[config.mk]
export PLATFORM = sky130hd
export DESIGN_NAME = bundle_ctrl
export DESIGN_NICKNAME = d
export VERILOG_FILES = /design/src/rtl/bundle_pkg.sv /design/src/rtl/bundle_ctrl.sv
export SDC_FILE = /design/constraint.sdc
export NUM_CORES = 1
export LEC_CHECK = 0
export CAP_MARGIN = 20
export CORE_MARGIN = 10
export CORE_UTILIZATION = 48
export CTS_CLUSTER_SIZE = 14
export DETAILED_ROUTE_END_ITERATION = 10
export PLACE_DENSITY = 0.94
export SKIP_LAST_GASP = 1
export SLEW_MARGIN = 20
export SYNTH_ARGS = -nofsm -noshare
export SYNTH_HDL_FRONTEND = slang
export SYNTH_SLANG_ARGS = --single-unit
[constraint.sdc]
create_clock -name clk -period 3.6 [get_ports clk]
set_input_delay 0.72 -clock clk [delete_from_list [all_inputs] [get_ports clk]]
set_output_delay 0.72 -clock clk [all_outputs]
set_load 0.05 [all_outputs]
[src/rtl/bundle_pkg.sv]
// Shared types and defaults for the majority-bundling sequencer.
package bundle_pkg;

   typedef enum logic [2:0] {
      IDLE,
      CLEAR,
      ACCUM,
      DRAIN,
      OUT
   } bundle_state_t;

   localparam int BUNDLE_PIPE_LAT = 3;

endpackage : bundle_pkg

[src/rtl/bundle_ctrl.sv]
// Sequencer for a bank of bundling counters: clear, gated store rounds,
// pipeline drain, then hand the captured sign word downstream.
module bundle_ctrl
   import bundle_pkg::*;
#(
   parameter int CORENUM  = 32,
   parameter int DIM      = 32,
   parameter int ITER_W   = 16,
   parameter int PIPE_LAT = BUNDLE_PIPE_LAT
) (
   input  logic               clk,
   input  logic               rst,
   input  logic               start,
   input  logic [ITER_W-1:0]  num_items,
   input  logic [CORENUM-1:0] core_en,
   input  logic               in_valid,
   output logic               in_ready,
   output logic               ctr_clr,
   output logic [CORENUM-1:0] ctr_store,
   input  logic [DIM-1:0]     ctr_sign,
   output logic               out_valid,
   input  logic               out_ready,
   output logic [DIM-1:0]     out_data,
   output logic               busy,
   output logic               done
);

   localparam int DRAIN_W = (PIPE_LAT > 1) ? $clog2(PIPE_LAT) : 1;
   localparam logic [DRAIN_W-1:0] DRAIN_LOAD = DRAIN_W'(PIPE_LAT - 1);

   bundle_state_t      state, state_nxt;
   logic [ITER_W-1:0]  remaining, remaining_nxt;
   logic [DRAIN_W-1:0] drain_cnt, drain_cnt_nxt;
   logic [CORENUM-1:0] mask, mask_nxt;
   logic [DIM-1:0]     data_nxt;
   logic               done_nxt;

   always_comb begin
      // NOTE: every signal gets a default before the case so no path leaves it unassigned (no latches).
      state_nxt     = state;
      remaining_nxt = remaining;
      drain_cnt_nxt = drain_cnt;
      mask_nxt      = mask;
      data_nxt      = out_data;
      done_nxt      = 1'b0;
      in_ready      = 1'b0;
      ctr_clr       = 1'b0;
      ctr_store     = '0;
      out_valid     = 1'b0;

      case (state)
         IDLE: begin
            if (start) begin
               if (num_items != '0) begin
                  remaining_nxt = num_items;
                  mask_nxt      = core_en;
                  state_nxt     = CLEAR;
               end else begin
                  done_nxt = 1'b1;
               end
            end
         end
         CLEAR: begin
            ctr_clr   = 1'b1;
            state_nxt = ACCUM;
         end
         ACCUM: begin
            in_ready = 1'b1;
            if (in_valid) begin
               ctr_store     = mask;
               remaining_nxt = remaining - ITER_W'(1);
               // Count never reaches 0 while in ACCUM, so 1 marks the final round.
               if (remaining == ITER_W'(1)) begin
                  state_nxt     = DRAIN;
                  drain_cnt_nxt = DRAIN_LOAD;
               end
            end
         end
         DRAIN: begin
            if (drain_cnt == '0) begin
               data_nxt  = ctr_sign;
               state_nxt = OUT;
            end else begin
               drain_cnt_nxt = drain_cnt - DRAIN_W'(1);
            end
         end
         OUT: begin
            out_valid = 1'b1;
            if (out_ready) begin
               done_nxt  = 1'b1;
               state_nxt = IDLE;
            end
         end
         default: state_nxt = IDLE;
      endcase
   end

   // NOTE: sequential state uses non-blocking assignments so all registers update together at the edge.
   always_ff @(posedge clk or negedge rst) begin
      if (!rst) begin
         state     <= IDLE;
         remaining <= '0;
         drain_cnt <= '0;
         mask      <= '0;
         out_data  <= '0;
         busy      <= 1'b0;
         done      <= 1'b0;
      end else begin
         state     <= state_nxt;
         remaining <= remaining_nxt;
         drain_cnt <= drain_cnt_nxt;
         mask      <= mask_nxt;
         out_data  <= data_nxt;
         busy      <= (state_nxt != IDLE);
         done      <= done_nxt;
      end
   end

endmodule : bundle_ctrl
==> results of run 1 <==
-- how the worst max path moves through the flow --
stage	start	to	slack (ns)	cells after the start
detailed placement	num_items[14]	mask[12]	0.65	6
CTS	state[2]	in_ready	0.58	4
finish	state[2]	in_ready	0.58	4
global placement	num_items[3]	mask[13]	0.69	6
global route	state[2]	in_ready	0.47	4
floorplan	in_valid	ctr_store[0]	1.19	4
-- area by class of cell --
type	instances	area (um2)
clock buffer	11	141
multi-input combinational	225	1730
fill	533	2070
inverter	7	26.3
sequential	87	2180
tap	105	131
clock inverter	5	57.6
timing repair buffer	156	1890
-- power breakdown --
| part | switching (mW) | internal (mW) |
|---|---|---|
| sequential | 0.315 | 1.46 |
| clock | 0.336 | 0.339 |
| combinational | 2.03 | 1.50 |
| total | 2.69 | 3.30 |
-- layer usage --
metal	GRT usage [%]	routed length, um	vias to the layer above
met5	0	0	-
met1	18.8	4080	1565
met2	28.5	5460	147
li1	-	-	1500
met4	7.53	308	0
met3	7.40	1110	22
-- flip-flops by register name (all words and copies together) (netlist names) --
name / flops
drain_cnt: 2
remaining: 16
busy: 1
done: 1
mask: 32
state: 3
out_data: 32
-- critical path: stages (launching register included) --
cell and delay (ns):
dfrtp_1 0.46, nor2_4 0.23, nand2_1 0.10, inv_1 0.29
clkdlybuf4s50_1 0.88
-- cell families after synthesis --
kind of cell	count (synthesis)
simple gates	102
flops	87
mux	64
compound gates	56
buf+inv	25
fa+ha+maj	3
-- cell usage after synthesis, types with 3 or more instances --
cell / n / share of area [%]
mux2_4: 3 / 1.1
ha_1: 3 / 0.92
o22a_1: 4 / 0.86
o311ai_1: 3 / 0.65
nor2_1: 16 / 1.5
nor4_1: 7 / 1.1
mux2_2: 61 / 17
inv_1: 7 / 0.65
nor3_1: 8 / 0.98
buf_6: 5 / 1.4
nor3b_1: 3 / 0.55
dfrtp_1: 87 / 53
nand3_1: 5 / 0.61
o21ai_0: 19 / 2.3
buf_4: 4 / 0.74
nand2_1: 12 / 1.1
and2_1: 33 / 5.1
a21oi_1: 16 / 2.0
buf_2: 4 / 0.49
nand4_1: 4 / 0.61
clkbuf_1: 4 / 0.37
-- layout by cell type (no fill, tap or decap), types with 3 or more instances in the layout --
master,instances
clkdlybuf4s50_1,120
nand3_1,5
nor2_1,16
mux2_2,61
nor3_1,8
clkinvlp_4,3
o21ai_0,19
nor4_1,7
mux2_4,3
dfrtp_1,87
clkbuf_8,10
and2_1,33
nand2_1,12
nand4_1,4
a21oi_1,16
ha_1,3
o22a_1,4
o311ai_1,3
inv_1,7
nor3b_1,3
buf_12,33
==> reports/results.txt, run 1 <==
Final worst slack: 0.577 ns
Layout cells sized above 1: 25.1%
Vias in the first global route: 3400
WP data arrival: 2.30 ns
Startpoint types: flip-flop
Post-synth EDFFs: 0
First-pass GRT wire length: 17.7 mm
Final setup fails: 0
Worst hold margin: 0.385 ns
Die W: 112 um
Compound-gate portion of the synthesized area: 8.69%
GPL Wtd Cong: 0.836
Layout Skew: 0.0130 ns
Synth Area in XOR/XNOR: 0%
Largest net degree at the start of global routing: 88
Reg2Reg Setup Slack: 1.67 ns
WL per Instance: 18.4 um
Slew @ Worst Pin: 0.787 ns
# DRC: 0
TritonCTS Buffers: 9
Total power: 5.99 mW
# IOs: 154
Final period utilization: 84.0%
Total Routing Usage GR: 17.2%
Max Cap Viol: 0
Count of different cell masters after synthesis: 43
Reg2reg start: remaining[0]
Clock latency at the later pin of the worst-skew pair: 0.35 ns
Crit Reg-Reg Endpoint: remaining[10]
Tmin final: 3.02 ns
Grt total ovfl: 0
Routed Antenna Nets: 0
CTS Buffer Depth: 2
# diodes: 0
Main combinational cell family by area after synthesis: multiplexers
PortBufs: 153
Final net count: 574
Worst hold-check path type: in -> async
Async SR Flop Fraction: 100%
Area grow syn2layout: 51.0%
Synth Area in Simple Gates: 14.8%
Post_cts resized: 0
Unrepaired setup endpoints after global routing: no
CP endpoint kind: primary output
Slew Limit Fails: 0
Post-placement cell area: 0.00595 mm2
Final core utilization: 74.8%
Status: finished clean
PwrDens: 974 mW/mm2
Setup TNS: 0 ns
R2R cell count: 6
Most common flop cell mapped by yosys: dfrtp_1
Yosys warning count: 0
# hold bufs at CTS: 0
CTS Sinks: 87
Via density: 5.43
Die area: 0.0126 mm2
FMAX: 331 MHz
Routed WL: 11.0 mm
Clock-pin transition on the worst setup and hold timing paths: 0.09 ns
Peak supply drop: 609 uV
Final Hold Fails: 0
Synth Area in Adders: 0.922%
Root Driver: clkbuf_8
H-tree depth: 3
Via count: 3234
Leak: 2.53 nW
Post-CTS Setup Bufs: 0
Post-Synthesis Cells: 337
Dpl ws: 0.649 ns
Die H: 112 um
Slew Limit Headroom: 47.6%
Cell area after synthesis: 0.00407 mm2
DRT Pass-1 Iters: 4
DP Wirelength: 8.51 mm
Worst-path maximum fanout: 11
Post-synthesis sequential element count: 87
Placed cells: 580
Initial antenna violation count: 0
CTS tree: built
Post-route insts no fill: 596
Final instance area: 0.00615 mm2
Post-synthesis mux area share: 18.0%
CP Class: reg -> out
Core area: 0.00822 mm2
Initial Util: 49.6%
Net Count, Synth: 425
Row Count: 33
Sequential share of the synthesized area: 53.5%
DR iter-0 viols: 145
Worst EP required: 2.88 ns
Syn_area_per_cell: 12.1 um2
Note: power is estimated with default switching activity, not from simulation.
==> run 2, diff against run 1 <==
CORE_UTILIZATION = 40   (was 48)
PLACE_DENSITY = 0.85   (was 0.94)
clock period = 2.6 ns   (was 3.6 ns; I/O delays follow)
==> reports/results.txt, run 2 (synthesized netlist as in run 1, its figures left out) <==
Status: finished clean
Final period utilization: 93.5%
Via count: 3229
Leak: 2.59 nW
Row Count: 36
First-pass GRT wire length: 18.6 mm
Root Driver: clkbuf_8
DP Wirelength: 8.86 mm
Worst EP required: 2.08 ns
DR iter-0 viols: 245
Initial antenna violation count: 1
Dpl ws: -0.0365 ns
# IOs: 154
Total Routing Usage GR: 15.8%
Startpoint types: input pin
Final worst slack: 0.169 ns
Worst-path maximum fanout: 33
Top flop regs: mask x32, out_data x32, remaining x16
Slew @ Worst Pin: 0.756 ns
Final setup fails: 0
PwrDens: 1350 mW/mm2
Clock latency at the later pin of the worst-skew pair: 0.34 ns
Fillers: 749
Clock-pin transition on the worst setup and hold timing paths: 0.09 ns
Worst path max stage delay: 0.50 ns
Die area: 0.0146 mm2
Layout cells sized above 1: 26.4%
Slew Limit Headroom: 49.4%
Initial Util: 41.3%
WL per Instance: 18.2 um
Die H: 121 um
DRT Pass-1 Iters: 4
CP Class: in -> out
CP dominant cell by count: buf_12
Core area: 0.00986 mm2
GPL Wtd Cong: 0.904
Post_cts resized: 0
Final Hold Fails: 0
Final core utilization: 63.5%
Final net count: 580
PortBufs: 153
Peak supply drop: 772 uV
TritonCTS Buffers: 9
Crit-path cells: clkdlybuf4s50_1, and4bb_1, buf_12, and2_1, buf_12
Reg2Reg Setup Slack: 0.64 ns
# DRC: 0
Largest net degree at the start of global routing: 49
Area grow syn2layout: 53.9%
Commonest non-fill, non-tap cell in the layout: clkdlybuf4s50_1
CTS Buffer Depth: 2
Vias in the first global route: 3533
Most frequent cells in the layout: clkdlybuf4s50_1, dfrtp_1, mux2_2
Max Cap Viol: 0
Routed Antenna Nets: 0
Via density: 5.13
Die W: 121 um
# hold bufs at CTS: 0
CP endpoint kind: primary output
Layout Skew: 0.00812 ns
Routed WL: 11.4 mm
Unrepaired setup endpoints after global routing: no
Tmin final: 2.43 ns
# diodes: 0
CTS Sinks: 87
Grt total ovfl: 0
Worst hold-check path type: in -> async
Slew Limit Fails: 0
Crit-path slowest cell: clkdlybuf4s50_1
FMAX: 411 MHz
H-tree depth: 3
CTS tree: built
WP data arrival: 1.91 ns
Post-CTS Setup Bufs: 0
-- run 2: cell count changes in the layout (fill, tap and decap cells not counted), sizes merged --
cell,before,now
buf,36,45
clkdlybuf4s50,120,117
clkinvlp,3,0
bufinv,1,2
clkinv,1,2
-- run 2: worst paths after layout --
path | startpoint | depth (start not counted) | end
worst max-delay path | in_valid | 5 | ctr_store[8]
worst min-delay path | rst | 1 | remaining[0]
worst max register to register | state[1] | 4 | out_data[4]
worst min register to register | mask[24] | 1 | mask[24]
max in group asynchronous | rst | 2 | mask[21]
min in group clk | mask[24] | 1 | mask[24]
-- run 2: layer usage --
metal  GRT usage, %  wire length, um
met5              0               13
met1           17.5             4270
met2           26.7             5840
met4           4.52               89
met3           7.07             1220
-- run 2: report_power, final --
group          total (mW)  leakage [nW]  internal (mW)  switching [mW]
Clock                1.03         0.109          0.560           0.470
Combinational        4.97          1.46           2.16            2.82
Sequential           2.46          1.02           2.02           0.441
Total                8.47          2.59           4.74            3.73
-- run 2: critical path, delay by kind of cell --
| family | cells | cell delay [ns] |
|---|---|---|
| AND/OR/NAND/NOR | 2 | 0.53 |
| buffers and inverters | 3 | 0.85 |
-- run 2: cell type report --
type | count | area (um2) | area share (%)
clock inverters | 4 | 70.1 | 1.12
multi-input cells | 225 | 1730 | 27.6
well taps | 133 | 166 | 2.65
clock buffers | 11 | 141 | 2.26
flip-flops and latches | 87 | 2180 | 34.7
repair buffers | 162 | 1960 | 31.3
inverters | 7 | 26.3 | 0.419
-- run 2: through the flow --
step	hold WS, ns	power [mW]	cells	setup TNS, ns	instance area (um2)
3_3_place_gp	0.480	7.33	614	0	6060
6_report	0.143	8.47	629	0	6270
5_1_grt	0.159	8.93	629	0	6270
3_5_place_dp	0.485	7.50	614	-0.601	6060
2_1_floorplan	0.224	5.47	337	0	4070
4_1_cts	0.146	8.56	629	0	6270
==> run 3, diff against run 2 <==
GPL_TIMING_DRIVEN = 0   (was not set)
==> reports/results.txt, run 3 (synthesized netlist as in run 1, its figures left out) <==
GR Util met2: 27.0%
PortBufs: 153
Startpoint types: input pin
Unrepaired setup endpoints after global routing: no
Fillers: 815
Die W: 121 um
Routed Antenna Nets: 0
Crit Reg-Reg Endpoint: remaining[12]
DP Wirelength: 9.02 mm
Final setup fails: 0
CP endpoint kind: primary output
CTS Buffer Depth: 2
Worst-path maximum fanout: 10
CP Class: in -> out
Via density: 5.11
Reg2reg start: remaining[0]
Worst EP required: 2.08 ns
Area grow syn2layout: 44.7%
Die H: 121 um
GR met1 Demand/Resource: 17.3%
FMAX: 391 MHz
Commonest non-fill, non-tap cell in the layout: clkdlybuf4s50_1
Post_cts resized: 160
Register area: 0.00218 mm2
Vias in the first global route: 3677
Final period utilization: 98.4%
Status: finished clean
DRT Pass-1 Iters: 4
Layout cells sized above 1: 27.2%
Row Count: 36
# IOs: 154
Core area: 0.00986 mm2
Most frequent cells in the layout: clkdlybuf4s50_1, dfrtp_1, mux2_2
Routed WL: 11.6 mm
First-pass GRT wire length: 18.9 mm
Post-placement cell area: 0.00579 mm2
Post-CTS Setup Bufs: 0
Root Driver: clkbuf_8
Peak supply drop: 738 uV
Clock latency at the later pin of the worst-skew pair: 0.35 ns
DR iter-0 viols: 266
Slew @ Worst Pin: 0.671 ns
Multi-input logic area: 0.00173 mm2
CTS tree: built
Final Hold Fails: 0
Layout Skew: 0.0136 ns
PwrDens: 1310 mW/mm2
Total power: 7.74 mW
Slew Limit Headroom: 55.3%
H-tree depth: 3
Total Routing Usage GR: 16.0%
Via count: 3273
Final net count: 590
Reg2Reg Setup Slack: 0.67 ns
Slew Limit Fails: 0
Grt peak-use layer: met2
R2R cell count: 7
Largest net degree at the start of global routing: 52
CTS Sinks: 87
Clock-pin transition on the worst setup and hold timing paths: 0.09 ns
Die area: 0.0146 mm2
# DRC: 0
Final instance area: 0.00589 mm2
Worst hold-check path type: in -> async
Leak: 2.47 nW
WL per Instance: 18.1 um
GPL Wtd Cong: 0.913
Met3 GRT Util: 7.86%
Tmin final: 2.56 ns
Grt total ovfl: 0
# diodes: 0
TritonCTS Buffers: 9
WP data arrival: 2.04 ns
Max Cap Viol: 0
# hold bufs at CTS: 0
Top flop regs: mask x32, out_data x32, remaining x16
Initial Util: 41.3%
Initial antenna violation count: 0
[run 3: cell types whose count changed in the layout (fill, tap and decap cells not counted), sizes merged]
| cell | previous run | this run |
|---|---|---|
| clkbuf | 11 | 45 |
| dlygate4sd2 | 0 | 1 |
| clkinvlp | 0 | 3 |
| bufinv | 2 | 0 |
| clkdlybuf4s50 | 117 | 118 |
| clkdlybuf4s15 | 0 | 2 |
| buf | 45 | 18 |
| clkinv | 2 | 1 |
[run 3: worst max-delay path, stage by stage]
cell and delay [ns]:
clkdlybuf4s50_1 0.54, and4bb_1 0.21, buf_4 0.17, clkbuf_4 0.20, and2_1 0.13, buf_2 0.26
[run 3: cell type report]
class | count | area share (%)
sequential | 87 | 36.9
multi-input combinational | 225 | 29.3
timing repair buffer | 154 | 24.9
tap | 133 | 2.82
buffer | 18 | 2.59
clock buffer | 12 | 2.46
clock inverter | 4 | 0.531
inverter | 7 | 0.446
[run 3: how the worst max path moves through the flow]
stage	startpoint	to	slack, ns
after floorplan	state[1]	ctr_clr	0.44
after global placement	rst	out_data[1]	-2.10
after detailed placement	in_valid	ctr_store[20]	-0.68
after CTS	in_valid	ctr_store[20]	-0.13
after global routing	in_valid	ctr_store[22]	0.002
final	in_valid	ctr_store[2]	0.04
[run 3: per-layer routing]
layer  share of wire (%)  routed length, um
met1                  37               4320
met2                  50               5750
met3                  12               1360
met4                 1.3                150
met5                   0                  0
[run 3: per-stage QoR]
stage | hold WS (ns) | setup TNS, ns | util (%) | setup slack (ns) | instances
3_5_place_dp | 0.485 | -19.72 | 58.7 | -0.675 | 624
2_1_floorplan | 0.224 | 0 | - | 0.436 | 337
3_3_place_gp | 0.478 | -202.60 | 58.5 | -2.10 | 623
5_1_grt | 0.211 | 0 | 59.8 | 0.00169 | 640
6_report | 0.194 | 0 | 59.8 | 0.0424 | 640
4_1_cts | 0.209 | -0.127 | 59.1 | -0.127 | 640
[run 3: power breakdown]
group	switching (mW)	leakage, nW	internal [mW]
Combinational	2.75	1.37	1.69
Clock	0.480	0.0788	0.376
Sequential	0.424	1.02	2.02
Total	3.66	2.47	4.09
